$ cat src/rtl/gaussian_frame_ctrl.sv
// Frame sequencer for a streaming Gaussian datapath: clear, run, flush, done.
// Optional statistics outputs are enabled with GAUSS_CTRL_STATS_EN.
module gaussian_frame_ctrl #(
  parameter int IMG_W   = 400,
  parameter int IMG_H   = 300,
  parameter int LAT     = 804,
  parameter int CLR_CYC = 4
) (
  input  logic        i_clk,
  input  logic        i_rst,
  input  logic        i_start,
  output logic        o_busy,
  output logic        o_done,
  input  logic        i_in_valid,
  output logic        o_in_ready,
  output logic        o_dp_clk_en,
  output logic        o_dp_reset,
  output logic        o_dp_din_sel,
  output logic        o_out_valid,
  input  logic        i_out_ready,
  output logic        o_out_sof,
  output logic        o_out_eol,
  output logic        o_out_eof
`ifdef GAUSS_CTRL_STATS_EN
  ,
  output logic [15:0] o_frame_cnt,
  output logic [31:0] o_stall_cnt
`endif
);

  localparam int N   = IMG_W * IMG_H;
  localparam int SW  = $clog2(N + LAT + 1);
  localparam int CW  = (IMG_W > 1) ? $clog2(IMG_W) : 1;
  localparam int RW  = $clog2(IMG_H + 1);
  localparam int CCW = (CLR_CYC > 1) ? $clog2(CLR_CYC) : 1;

  typedef enum logic [2:0] {IDLE, CLEAR, RUN, FLUSH, DONE} state_t;

  state_t          r_state;
  state_t          w_nextState;
  logic [SW-1:0]   r_stepCnt;
  logic [CW-1:0]   r_col;
  logic [RW-1:0]   r_row;
  logic [CCW-1:0]  r_clrCnt;
  logic            w_emit;
  logic            w_cand;
  logic            w_step;
  logic            w_lastIn;
  logic            w_lastOut;

  always_comb begin
    w_nextState = r_state;
    w_emit      = (r_stepCnt >= SW'(LAT));
    w_cand      = ((r_state == RUN) && i_in_valid) || (r_state == FLUSH);
    w_step      = w_cand && (i_out_ready || !w_emit);
    w_lastIn    = (r_stepCnt == SW'(N - 1));
    w_lastOut   = (r_stepCnt == SW'(N + LAT - 1));

    case (r_state)
      IDLE:  if (i_start) w_nextState = CLEAR;
      CLEAR: if (r_clrCnt == CCW'(CLR_CYC - 1)) w_nextState = RUN;
      // With zero latency the last input step is also the last output step.
      RUN:   if (w_step && w_lastIn) w_nextState = (LAT == 0) ? DONE : FLUSH;
      FLUSH: if (w_step && w_lastOut) w_nextState = DONE;
      DONE:  w_nextState = IDLE;
      default: w_nextState = IDLE;
    endcase

    o_busy       = (r_state != IDLE);
    o_done       = (r_state == DONE);
    o_in_ready   = (r_state == RUN) && (i_out_ready || !w_emit);
    o_dp_clk_en  = (r_state == CLEAR) || w_step;
    o_dp_reset   = (r_state == CLEAR);
    o_dp_din_sel = (r_state == FLUSH);
    o_out_valid  = w_cand && w_emit;
    o_out_sof    = o_out_valid && (r_stepCnt == SW'(LAT));
    o_out_eol    = o_out_valid && (r_col == CW'(IMG_W - 1));
    o_out_eof    = o_out_eol && (r_row == RW'(IMG_H - 1));
  end

  always_ff @(posedge i_clk or posedge i_rst) begin
    if (i_rst) begin
      r_state   <= IDLE;
      r_stepCnt <= '0;
      r_col     <= '0;
      r_row     <= '0;
      r_clrCnt  <= '0;
    end else begin
      r_state <= w_nextState;
      if ((r_state == IDLE) && i_start) begin
        r_stepCnt <= '0;
        r_col     <= '0;
        r_row     <= '0;
        r_clrCnt  <= '0;
      end
      if (r_state == CLEAR) r_clrCnt <= r_clrCnt + 1'b1;
      if (w_step) begin
        r_stepCnt <= r_stepCnt + 1'b1;
        if (w_emit) begin
          if (r_col == CW'(IMG_W - 1)) begin
            r_col <= '0;
            r_row <= r_row + 1'b1;
          end else begin
            r_col <= r_col + 1'b1;
          end
        end
      end
    end
  end

`ifdef GAUSS_CTRL_STATS_EN
  // Stall counter saturates rather than wrapping so long stalls stay visible.
  always_ff @(posedge i_clk or posedge i_rst) begin
    if (i_rst) begin
      o_frame_cnt <= '0;
      o_stall_cnt <= '0;
    end else begin
      if (r_state == DONE) o_frame_cnt <= o_frame_cnt + 1'b1;
      if (w_cand && !w_step && (o_stall_cnt != '1)) o_stall_cnt <= o_stall_cnt + 1'b1;
    end
  end
`endif

endmodule

$ cat config.mk
export PLATFORM = sky130hd
export DESIGN_NAME = gaussian_frame_ctrl
export DESIGN_NICKNAME = d
export VERILOG_FILES = /design/src/rtl/gaussian_frame_ctrl.sv
export SDC_FILE = /design/constraint.sdc
export NUM_CORES = 1
export LEC_CHECK = 0
export CORE_UTILIZATION = 30
export DETAILED_ROUTE_END_ITERATION = 10
export PLACE_DENSITY = 0.55
export SYNTH_ARGS = -nofsm -noshare
export SYNTH_HDL_FRONTEND = slang
export SYNTH_SLANG_ARGS = --single-unit
$ cat constraint.sdc
create_clock -name i_clk -period 4.3 [get_ports i_clk]
set_input_delay 1.075 -clock i_clk [delete_from_list [all_inputs] [get_ports i_clk]]
set_output_delay 1.075 -clock i_clk [all_outputs]
set_load 0.02 [all_outputs]
Yosys cells after proc, flatten, opt, wreduce, memory -nomap -nowiden
Index checks and enable logic that the tools add are counted.
{"block": "word_totals", "regBits": 40, "output_inout_bits": 10, "wordCells": 60}
{"block": "classes", "n_addsub": 4, "n_lt_le_gt_ge": 1, "eq_ne": 14, "muxes": 17, "n_reduce_logical": 19}
{"operator": "2-to-1 mux 9 bit", "n": 8}
{"operator": "== test 17 bit (second input constant)", "n": 2}
{"operator": "2-to-1 mux 17 bit", "n": 2}
{"operator": "adder 9 x 1 -> 9 bit (second input constant)", "n": 2}
{"operator": "== test 9 bit (second input constant)", "n": 2}
{"operator": "adder 17 x 1 -> 17 bit (second input constant)", "n": 1}
{"operator": "== test 17 x 10 -> 1 bit (second input constant)", "n": 1}
{"operator": "greater-or-equal comparator 17 x 10 -> 1 bit (second input constant)", "n": 1}
{"operator": "2-to-1 mux 3 bit", "n": 4}
{"operator": "one-hot mux 3 bit (4 select lines)", "n": 1}
{"operator": "logical AND 1 bit", "n": 10}
{"operator": "== test 3 x 2 -> 1 bit (second input constant)", "n": 2}
{"operator": "2-to-1 mux 2 bit", "n": 2}
{"operator": "inequality test 2 x 1 -> 1 bit (second input constant)", "n": 2}
{"operator": "inequality test 2 bit (second input constant)", "n": 2}
{"operator": "AND reduction 4 bit", "n": 1}
{"operator": "nonzero test 2 bit", "n": 2}
{"operator": "== test 3 x 1 -> 1 bit (second input constant)", "n": 1}
{"operator": "== test 3 bit (second input constant)", "n": 1}
{"operator": "zero test 3 bit", "n": 1}
{"operator": "logical OR 1 bit", "n": 3}
{"operator": "nonzero test 3 bit", "n": 1}
{"operator": "adder 2 x 1 -> 2 bit (second input constant)", "n": 1}
{"operator": "== test 2 bit (second input constant)", "n": 1}
{"operator": "zero test 1 bit", "n": 1}

Depth between registers and ports, before layout
Gate-level depths: netlist of the first run.
{"block": "depth", "depth_word": 7, "depth_mapped": 8}

Least setup slack after synthesis of the first run
Ideal clock, no wire load.
{"block": "synth_path", "kind": "input -> output", "start": "input port i_in_valid", "end": "output port o_out_eof", "arrival_time_ps": 2520, "t_required_ps": 3225, "setup_slack_ps": 705, "path_stages": 5, "path_buffers": 1, "path_cell_list": "nor2_2 or2_2 clkbuf_1 nor3_1 and4_1"}
{"block": "synth_between", "elab_chain_cells": 5}
{"item": "from (decl)", "line_no": "14", "text": "input logic i_in_valid,"}
{"item": "logical AND 1 bit", "line_no": "54", "text": "w_cand = ((r_state == RUN) && i_in_valid) || (r_state == FLUSH);"}
{"item": "logical OR 1 bit", "line_no": "54"}
{"item": "logical AND 1 bit", "line_no": "75", "text": "o_out_valid = w_cand && w_emit;"}
{"item": "logical AND 1 bit", "line_no": "77", "text": "o_out_eol = o_out_valid && (r_col == CW'(IMG_W - 1));"}
{"item": "named net o_out_eol", "line_no": "22", "text": "output logic o_out_eol,"}
{"item": "logical AND 1 bit", "line_no": "78", "text": "o_out_eof = o_out_eol && (r_row == RW'(IMG_H - 1));"}
{"item": "to (decl)", "line_no": "23", "text": "output logic o_out_eof"}
The timed path passes the listed nets, and every way through them passes these cells.

Worst setup path in the final report of the first run
{"block": "layout_path", "start": "input port i_in_valid", "end": "output port o_out_eof"}
{"block": "layout_between", "elab_chain_cells": 5}
{"item": "logical AND 1 bit", "line_no": "54"}
{"item": "logical OR 1 bit", "line_no": "54"}
{"item": "logical AND 1 bit", "line_no": "75"}
{"item": "logical AND 1 bit", "line_no": "77"}
{"item": "logical AND 1 bit", "line_no": "78"}
No other way between the ends.

==> impl_results.md, run 1 <==
- First-pass GRT wire length: 10.0 mm
- Final Critical Period: 4.14 ns
- H-tree Lvls: 2
- Sequential element share of the synthesized area: 39.7%
- Clock Path Buffers: 2
- WL final: 5.79 mm
- Antenna violations before repair: 0
- Post-synthesis async set-or-reset flop share: 100%
- Nets: 306
- Post_cts resized: 0
- Worst-margin pin slew: roughly 0.86 ns
- RSZ-0062 raised after global routing: false
- Area delta synth->final: 13.9%
- Most frequent cells in the layout: dfrtp_1 (40), nand2_1 (35), nand3_1 (22)
- Setup_tns: 0 ns
- Mapped cell area: approximately 2500 um^2
- Clk sinks: 40
- Flop2flop setup slack: 1.95 ns
- Type of origin of the critical path: primary input
- Unique masters post-synth: 49
- Post-synth top area share: 39.7%
- CTS Buf Count: 5
- First-pass DRT Iterations: 4
- Starting Density: 30.9%
- Synth warn: 0
- CTS tree: built
- Status: complete, no violations
- Pwr Density: approximately 450 nW/um^2
- Crit Path Max Fanout: 4
- Buffers on Ports: 14
- # Post-CTS Setup Buffers: 0
- Worst min-delay path class: flip-flop to flip-flop
- Multi-input logic area: 1420 um^2
- Largest net degree at the start of global routing: 24
- Final Slew Violations: 0
- Clock Pin Slew Worst Setup and Hold Paths: 0.07 ns
- Largest area contributor in the netlist: dfrtp_1
- Worst path required time: 3.22 ns
- CP Cell Sequence: clkdlybuf4s50_1 -> nor2_2 -> or2_2 -> nor3_1 -> and4_1 -> clkdlybuf4s50_1
- Vias/cell: 5.33
- Max_slew headroom: 42.4%
- Die width: 93.7 um
- Slowest CP cell: clkdlybuf4s50_1
- Post-synth EDFFs: 0
- Maxcap violations: 0
- Core ar.: between 8000 and 9000 um^2
- Worst VDD drop: roughly 0.18 mV
- Site Rows: 33
- Leak: 1.25 nW
- Fraction of layout cells with a size suffix above 1: about 8.4%
- CTS Hold Bufs: 0
- Iteration-0 DRC count of the detailed router: between 70 and 80
- Clk Tree Root Cell: clkbuf_8
- Post-placement cell count: 394
- Vias in the first global route: 2,116
- Fmax achieved: 242 MHz
- Routed len/inst: 14.4 um
- Synth area leaders: dfrtp_1 (40%), nand2_1 (5.2%), mux2i_1 (5.2%), nand3_1 (4.4%), nor3_1 (3.0%)
- Worst slack at placement: between 0.1 and 0.15 ns
- Antenna Nets Post-Route: 0
- Commonest non-fill, non-tap cell in the layout: dfrtp_1
- Final setup vio count: 0
- Syn_nets: 292
- Crit path top cell by count: clkdlybuf4s50_1
- Die Y: 93.7 um
- WP data arrival: 3.06 ns
- Endpoints failing hold: 0
- Register Area: 1000 um^2
- Post-Layout Cell Count: about 400
- Number of vias in the routed layout: 2,144
- Slowest cell delay on critical path: 0.60 ns
- Diode count: 0
- Clk_lat worst skew: 0.29 ns
- Synth Flop Type: dfrtp_1
- Mapped Avg Cell Area: about 9 um^2
- Num ports: 15
- Synthesized flop and latch total: 40
- Cells after synthesis: 282
- DRC Markers: 0
- Clk_skew: between 0.006 and 0.007 ns
- Worst setup margin: ~0.16 ns
- Filler cell count: 861
- GPL Wtd Cong: approximately 0.85
- Tot GR Track Use: 14.2%
- Final Cycle Share: 96.2%
- Post-DP HPWL: around 4 mm
- Grt total ovfl: 0
- Die area: about 9000 um^2
- Worst setup EP type: output port
- Hold Worst Slack: 0.469 ns
- Critical path class: primary input to output port
cells in the mapped netlist, drive strengths merged, types with 2 or more instances:
| library cell | count |
|---|---|
| nor2b | 2 |
| a21oi | 6 |
| and3 | 10 |
| nand2b | 4 |
| o21ai | 5 |
| and4b | 2 |
| nand4 | 6 |
| dfrtp | 40 |
| and4 | 7 |
| a221o | 3 |
| a211o | 6 |
| mux2 | 2 |
| nand2 | 35 |
| o41ai | 2 |
| buf | 7 |
| nor3 | 15 |
| nor2 | 11 |
| clkbuf | 6 |
| or3 | 3 |
| o31ai | 4 |
| nor3b | 2 |
| and2 | 8 |
| a211oi | 5 |
| ha | 5 |
| nand3 | 22 |
| inv | 11 |
| mux2i | 13 |
| a21o | 5 |
| nand4bb | 2 |
| a22oi | 2 |
| or2 | 5 |
| or4 | 4 |
| nor4 | 12 |
metal layers:
layer  wire, um  GRT usage, %  share of wire (%)  vias up
li1           -             -                  -     1081
met1       2860          18.5                 49     1040
met2       2750          24.0                 48       15
met3        103          2.91                1.8        8
met4         73          3.59                1.3        0
met5          0             0                  0        -
power breakdown:
group | internal, W | switching, W
clock network | 0.000131 | 0.000131
logic | 0.000211 | 0.000290
registers | 0.000441 | 0.0000969
registers in the layout, summed over array words and instances (netlist names):
| signal | cells |
|---|---|
| r_stepCnt | 17 |
| r_row | 9 |
| r_clrCnt | 2 |
| r_state | 3 |
| r_col | 9 |
stage by stage:
stage	util [%]	total power [W]	instance area, um^2
final	35.1	0.00130	2870
after global placement	34.0	0.00104	2780
after floorplan	-	0.000891	2520
after detailed placement	34.0	0.00105	2780
after global routing	35.1	0.00140	2870
after CTS	35.1	0.00132	2870
worst max-delay path: cells and delay by family:
| kind | cells | cell delay (ns) |
|---|---|---|
| and+or+nand+nor | 4 | 0.92 |
| buffers and inverters | 2 | 1.07 |
logic make-up after synthesis:
kind of cell             Yosys count  synth area share [%]
adder cells (fa/ha/maj)            5                  2.48
flip-flops                        40                  39.7
AND/OR/NAND/NOR                  153                  34.3
multiplexers                      15                  6.05
XOR/XNOR                           1                 0.347
AO/OA/AOI/OAI                     44                  13.3
buffers and inverters             24                  3.87
final cells by class:
cell class | instances | share of cell area (%)
Multi-Input combinational cell | 218 | 49.6
Sequential cell | 40 | 34.8
Timing Repair Buffer | 20 | 6.45
Tap cell | 105 | 4.57
Clock buffer | 8 | 3.14
Inverter | 11 | 1.44
worst paths after layout:
check                                   from      endpoint  cells after the start
worst max-delay path              i_in_valid     o_out_eof                      6
worst min-delay path                r_row[8]      r_row[8]                      1
worst max register to register  r_stepCnt[4]  r_stepCnt[0]                      6
worst min register to register      r_row[8]      r_row[8]                      1
max in group asynchronous              i_rst      r_row[5]                      3
min in group asynchronous              i_rst   r_clrCnt[0]                      2
Note: power is estimated with default switching activity, not from simulation.
==> inputs of run 2 (changes only) <==
- clock period: 4.3 -> 4.8 ns (I/O delays scaled with it)
==> run 2 against run 1 <==
Compared with the run above:
- clock-buffer cell count down 3
- wire length up 0.92%
- via count about the same
- die area unchanged
- sequential power down 9.9%
- hold slack better by 0.023 ns
- register-to-register slack better by 0.50 ns
- critical path depth up 1
- power down 3.3%
- first-iteration DRC count up 30%
- design area up 0.57%
- critical endpoint is now o_dp_clk_en
==> impl_results.md, run 2 (same netlist as run 1, synthesis figures left out) <==
- Post-placement cell count: 391
- R2r endpoint: r_stepCnt[0]
- Largest register FFs: 17
- RSZ-0062 raised after global routing: false
- Antenna Nets Post-Route: 0
- Final Cycle Share: 96.1%
- Top reg by flops: r_stepCnt
- Post_cts resized: 0
- WHS Path Cells: 1
- Slowest cell delay on critical path: slightly below 0.6 ns
- Slowest CP cell: clkdlybuf4s50_1
- GPL Wtd Cong: between 0.9 and 1
- First-pass DRT Iterations: 4
- Critical path class: primary input to output port
- Worst min-delay path class: flip-flop to flip-flop
- Vias/cell: 5.38
- CTS Buf Count: 5
- Reg2Reg Depth: 5
- Post-layout util: about 35%
- Worst-margin pin slew: approximately 1.1 ns
- Site Rows: 33
- Clock Pin Slew Worst Setup and Hold Paths: 0.08 ns
- Max_slew headroom: 29.5%
- Final setup vio count: 0
- Die width: 93.7 um
- DRC Markers: 0
- Clk Tree Root Cell: clkbuf_8
- First-pass GRT wire length: 9.81 mm
- Setup_tns: 0 ns
- Hold Worst Slack: approximately 0.49 ns
- Worst setup EP type: output port
- Nets: approximately 300
- Starting Density: 30.9%
- Flop2flop setup slack: 2.45 ns
- Antenna violations before repair: 0
- Die area: approximately 9000 um^2
- Status: complete, no violations
- Maxcap violations: 0
- Final Slew Violations: 0
- WP depth: 7
- R2R Path Start: r_stepCnt[4]
- Delay-heaviest family, CP: buffers and inverters
- Worst Setup SP: i_out_ready
- Number of vias in the routed layout: 2,143
- Worst slack at placement: approximately 0.22 ns
- Fraction of layout cells with a size suffix above 1: under 10%
- WP data arrival: 3.41 ns
- Clock Path Buffers: 2
- Commonest non-fill, non-tap cell in the layout: dfrtp_1
- Die Y: 93.7 um
- Fmax achieved: 217 MHz
- Pwr Density: 435 nW/um^2
- Iteration-0 DRC count of the detailed router: 95
- CTS tree: built
- Clk sinks: 40
- Buffers on Ports: 14
- Tot GR Track Use: between 10% and 20%
- Worst path bufs/invs: 2
- Most frequent cells in the layout: dfrtp_1 (40), nand2_1 (35), nand3_1 (22)
- Worst setup margin: 0.187 ns
- Clk_skew: ~0.0074 ns
- CP Capture Point: o_dp_clk_en
- Post-DP HPWL: 4.17 mm
- Vias in the first global route: 2,041
- Type of origin of the critical path: primary input
- Largest net degree at the start of global routing: 28
- WL final: just under 6 mm
- Routed len/inst: 14.7 um
- CTS Hold Bufs: 0
- Area delta synth->final: 14.5%
- Clk_lat worst skew: 0.30 ns
- Post-Layout Cell Count: 398
- H-tree Lvls: 2
- Final Critical Period: around 4.6 ns
- Worst VDD drop: 0.171 mV
- Worst path required time: 3.60 ns
- Leak: 1.26 nW
- CP Cell Sequence: clkdlybuf4s50_1 -> and4b_1 -> and4_1 -> nor3_1 -> nand2_1 -> nand2_1 -> clkdlybuf4s50_1
- Grt total ovfl: 0
- Biggest registers after layout: r_stepCnt (17), r_col (9), r_row (9)
- Num ports: 15
- # Post-CTS Setup Buffers: 0
- Endpoints failing hold: 0
- Core ar.: 8180 um^2
- Diode count: 0
- Crit Path Max Fanout: 5
==> run 2: per-stage QoR <==
stage / instance area (um^2) / total power (W)
final: 2890 / 0.00126
after floorplan: 2520 / 0.000798
after CTS: 2890 / 0.00127
after detailed placement: 2760 / 0.000937
after global routing: 2890 / 0.00134
after global placement: 2760 / 0.000933
==> run 2: layer usage <==
| metal | routed length [um] | track usage [%] | part of all wire [%] | up-vias |
|---|---|---|---|---|
| li1 | - | - | - | 1075 |
| met1 | 2790 | 18.2 | 48 | 1033 |
| met2 | 2810 | 24.3 | 48 | 30 |
| met3 | 177 | 2.75 | 3.0 | 5 |
| met4 | 63 | 4.74 | 1.1 | 0 |
| met5 | 0 | 0 | 0 | - |
==> run 2: power breakdown <==
| part | internal (W) | total [W] | leakage, nW | switching (W) |
|---|---|---|---|---|
| clock | 0.000205 | 0.000330 | 0.0642 | 0.000125 |
| combinational | 0.000185 | 0.000443 | 0.655 | 0.000258 |
| sequential | 0.000395 | 0.000485 | 0.536 | 0.0000901 |
==> run 2: cell type report <==
class / instances / area, um^2
clock buffer: 5 / 68.8
inverter: 11 / 41.3
fill: 843 / 5290
sequential: 40 / 1000
tap: 105 / 131
multi-input combinational: 218 / 1420
clock inverter: 2 / 60.1
timing repair buffer: 17 / 163
==> run 2: worst min-delay path by stage <==
| stage | start | end | slack, ns |
|---|---|---|---|
| finish | r_row[8] | r_row[8] | 0.49 |
| CTS | r_row[8] | r_row[8] | 0.50 |
| global route | r_row[8] | r_row[8] | 0.52 |
| global placement | r_row[8] | r_row[8] | 0.48 |
| detailed placement | r_row[8] | r_row[8] | 0.48 |
| floorplan | r_row[8] | r_row[8] | 0.44 |
==> inputs of run 3 (changes only) <==
- CORE_MARGIN: unset -> 2
==> run 3 against run 2 <==
Compared with the run above:
- first-iteration DRC count fell by 23%
- register-to-register slack lost 0.07 ns
- global-route usage decreased by 0.38 points
- hold slack worse by 0.0075 ns
- via count is 0.79% higher
- highest routed layer unchanged
- die area rose by 4.3%
- wire length down 1.4%
- sequential share of layout area up 0.29 points
- non-clock buffer count is 2 higher
- sequential power barely moved
- core utilization down 0.29 points
==> impl_results.md, run 3 (same netlist as run 1, synthesis figures left out) <==
- Total internal power: roughly 0.00070 W
- CTS Buf Count: 5
- Post_cts resized: 0
- WP data arrival: 3.30 ns
- Starting Density: 30.9%
- Worst path required time: about 3.6 ns
- Critical path class: primary input to output port
- Die Y: 95.7 um
- Combinational power share: 38.4%
- Final setup vio count: 0
- Maxcap violations: 0
- Antenna Nets Post-Route: 0
- Area delta synth->final: 13.6%
- Iteration-0 DRC count of the detailed router: 73
- Final Cycle Share: 93.8%
- # Post-CTS Setup Buffers: 0
- Switching part of the total: 39.7%
- Die width: 95.7 um
- Nets: 305
- Site Rows: 33
- Worst VDD drop: 0.130 mV
- Filler cell count: 845
- Pwr Density: 406 nW/um^2
- Hold Worst Slack: 0.485 ns
- Fmax achieved: approximately 220 MHz
- H-tree Lvls: 2
- R2r endpoint: r_stepCnt[0]
- CTS tree: built
- Max_slew headroom: 40.3%
- Hold_sp: r_row[8]
- Clock Path Buffers: 2
- Clk pwr share: 20.0%
- Clk_lat worst skew: 0.29 ns
- WHS Path Cells: 1
- RSZ-0062 raised after global routing: false
- Sw power: ~0.00046 W
- Routed len/inst: ~14 um
- Tot GR Track Use: 13.9%
- Core ar.: around 8200 um^2
- Clk_skew: 0.00364 ns
- Final Critical Period: around 4.5 ns
- Post-Layout Cell Count: about 400
- Status: complete, no violations
- Largest net degree at the start of global routing: 41
- Post-DP HPWL: 4.18 mm
- Top reg by flops: r_stepCnt
- Buffers on Ports: 14
- Antenna violations before repair: 0
- Clock Pin Slew Worst Setup and Hold Paths: 0.08 ns
- Seq pwr share: 41.5%
- Biggest registers after layout: r_stepCnt (17), r_col (9), r_row (9)
- Most frequent cells in the layout: dfrtp_1 (40), nand2_1 (35), nand3_1 (22)
- Die area: a little over 9000 um^2
- Crit Path Max Fanout: 5
- Number of vias in the routed layout: 2,160
- Hold Crit Endpoint: r_row[8]
- Final Power: roughly 0.0012 W
- R2R Path Start: r_stepCnt[2]
- Leak: 1.25 nW
- Type of origin of the critical path: primary input
- Post-placement cell count: between 300 and 400
- CTS Hold Bufs: 0
- Worst setup EP type: output port
- Diode count: 0
- First-pass GRT wire length: ~10 mm
- Vias/cell: 5.39
- Largest register FFs: 17
- Setup_tns: 0 ns
- Commonest non-fill, non-tap cell in the layout: dfrtp_1
- Endpoints failing hold: 0
- GPL Wtd Cong: 0.819
- Worst-margin pin slew: around 0.9 ns
- Worst min-delay path class: flip-flop to flip-flop
- Flop2flop setup slack: 2.38 ns
- Worst setup margin: 0.299 ns
- Fraction of layout cells with a size suffix above 1: 8.11%
- WL final: a little under 6 mm
- Clk Tree Root Cell: clkbuf_8
- Final Slew Violations: 0
- Vias in the first global route: roughly 2.1k
- Worst slack at placement: 0.316 ns
- Reg2Reg Depth: 6
- Grt total ovfl: 0
- Clk sinks: 40
- First-pass DRT Iterations: 4
- Num ports: 15
- DRC Markers: 0
[run 3: cell count changes in the layout (fill, tap and decap cells not counted)]
| cell | before | now |
|---|---|---|
| buf_4 | 3 | 5 |
| clkbuf_8 | 5 | 6 |
| bufinv_16 | 2 | 0 |
| clkbuf_1 | 0 | 2 |
[run 3: worst max path at each step]
| stage | startpoint | end |
|---|---|---|
| 3_3_place_gp | i_out_ready | o_dp_clk_en |
| 2_1_floorplan | i_in_valid | o_out_eof |
| 5_1_grt | i_out_ready | o_dp_clk_en |
| 3_5_place_dp | i_out_ready | o_dp_clk_en |
| 6_report | i_out_ready | o_dp_clk_en |
| 4_1_cts | i_out_ready | o_dp_clk_en |
[run 3: power by group through the flow]
stage / Sequential, W / Combinational (W) / Clock, W
6_report: 0.000484 / 0.000447 / 0.000233
3_3_place_gp: 0.000486 / 0.000449 / 0
2_1_floorplan: 0.000442 / 0.000356 / 0
5_1_grt: 0.000496 / 0.000509 / 0.000260
3_5_place_dp: 0.000487 / 0.000455 / 0
4_1_cts: 0.000482 / 0.000455 / 0.000247
[run 3: final cells by class]
class	instances	area (um^2)	share of cell area (%)
Sequential cell	40	1000	34.9
Timing Repair Buffer	19	178	6.20
Inverter	11	41.3	1.44
Clock buffer	8	90.1	3.14
Tap cell	105	131	4.59
Multi-Input combinational cell	218	1420	49.7
[run 3: metrics by stage]
step	instance area [um^2]	util [%]
after global routing	2870	35.0
after detailed placement	2780	33.9
after floorplan	2520	-
after CTS	2870	35.0
final	2870	35.0
after global placement	2780	33.9
[run 3: worst max-delay path: stages]
cell and delay [ns]:
clkdlybuf4s50_1 0.60, and4b_1 0.22, and4_1 0.21, nor3_1 0.27, nand2_1 0.13, nand2_1 0.08, clkdlybuf4s50_1 0.60
[run 3: per-layer routing]
metal	GRT usage, %	part of all wire (%)	wire [um]	up-vias
met5	0	0	0	-
met4	3.93	0.83	48	0
met3	2.58	2.7	155	5
met2	24.4	50	2870	25
met1	17.5	47	2690	1044
li1	-	-	-	1086
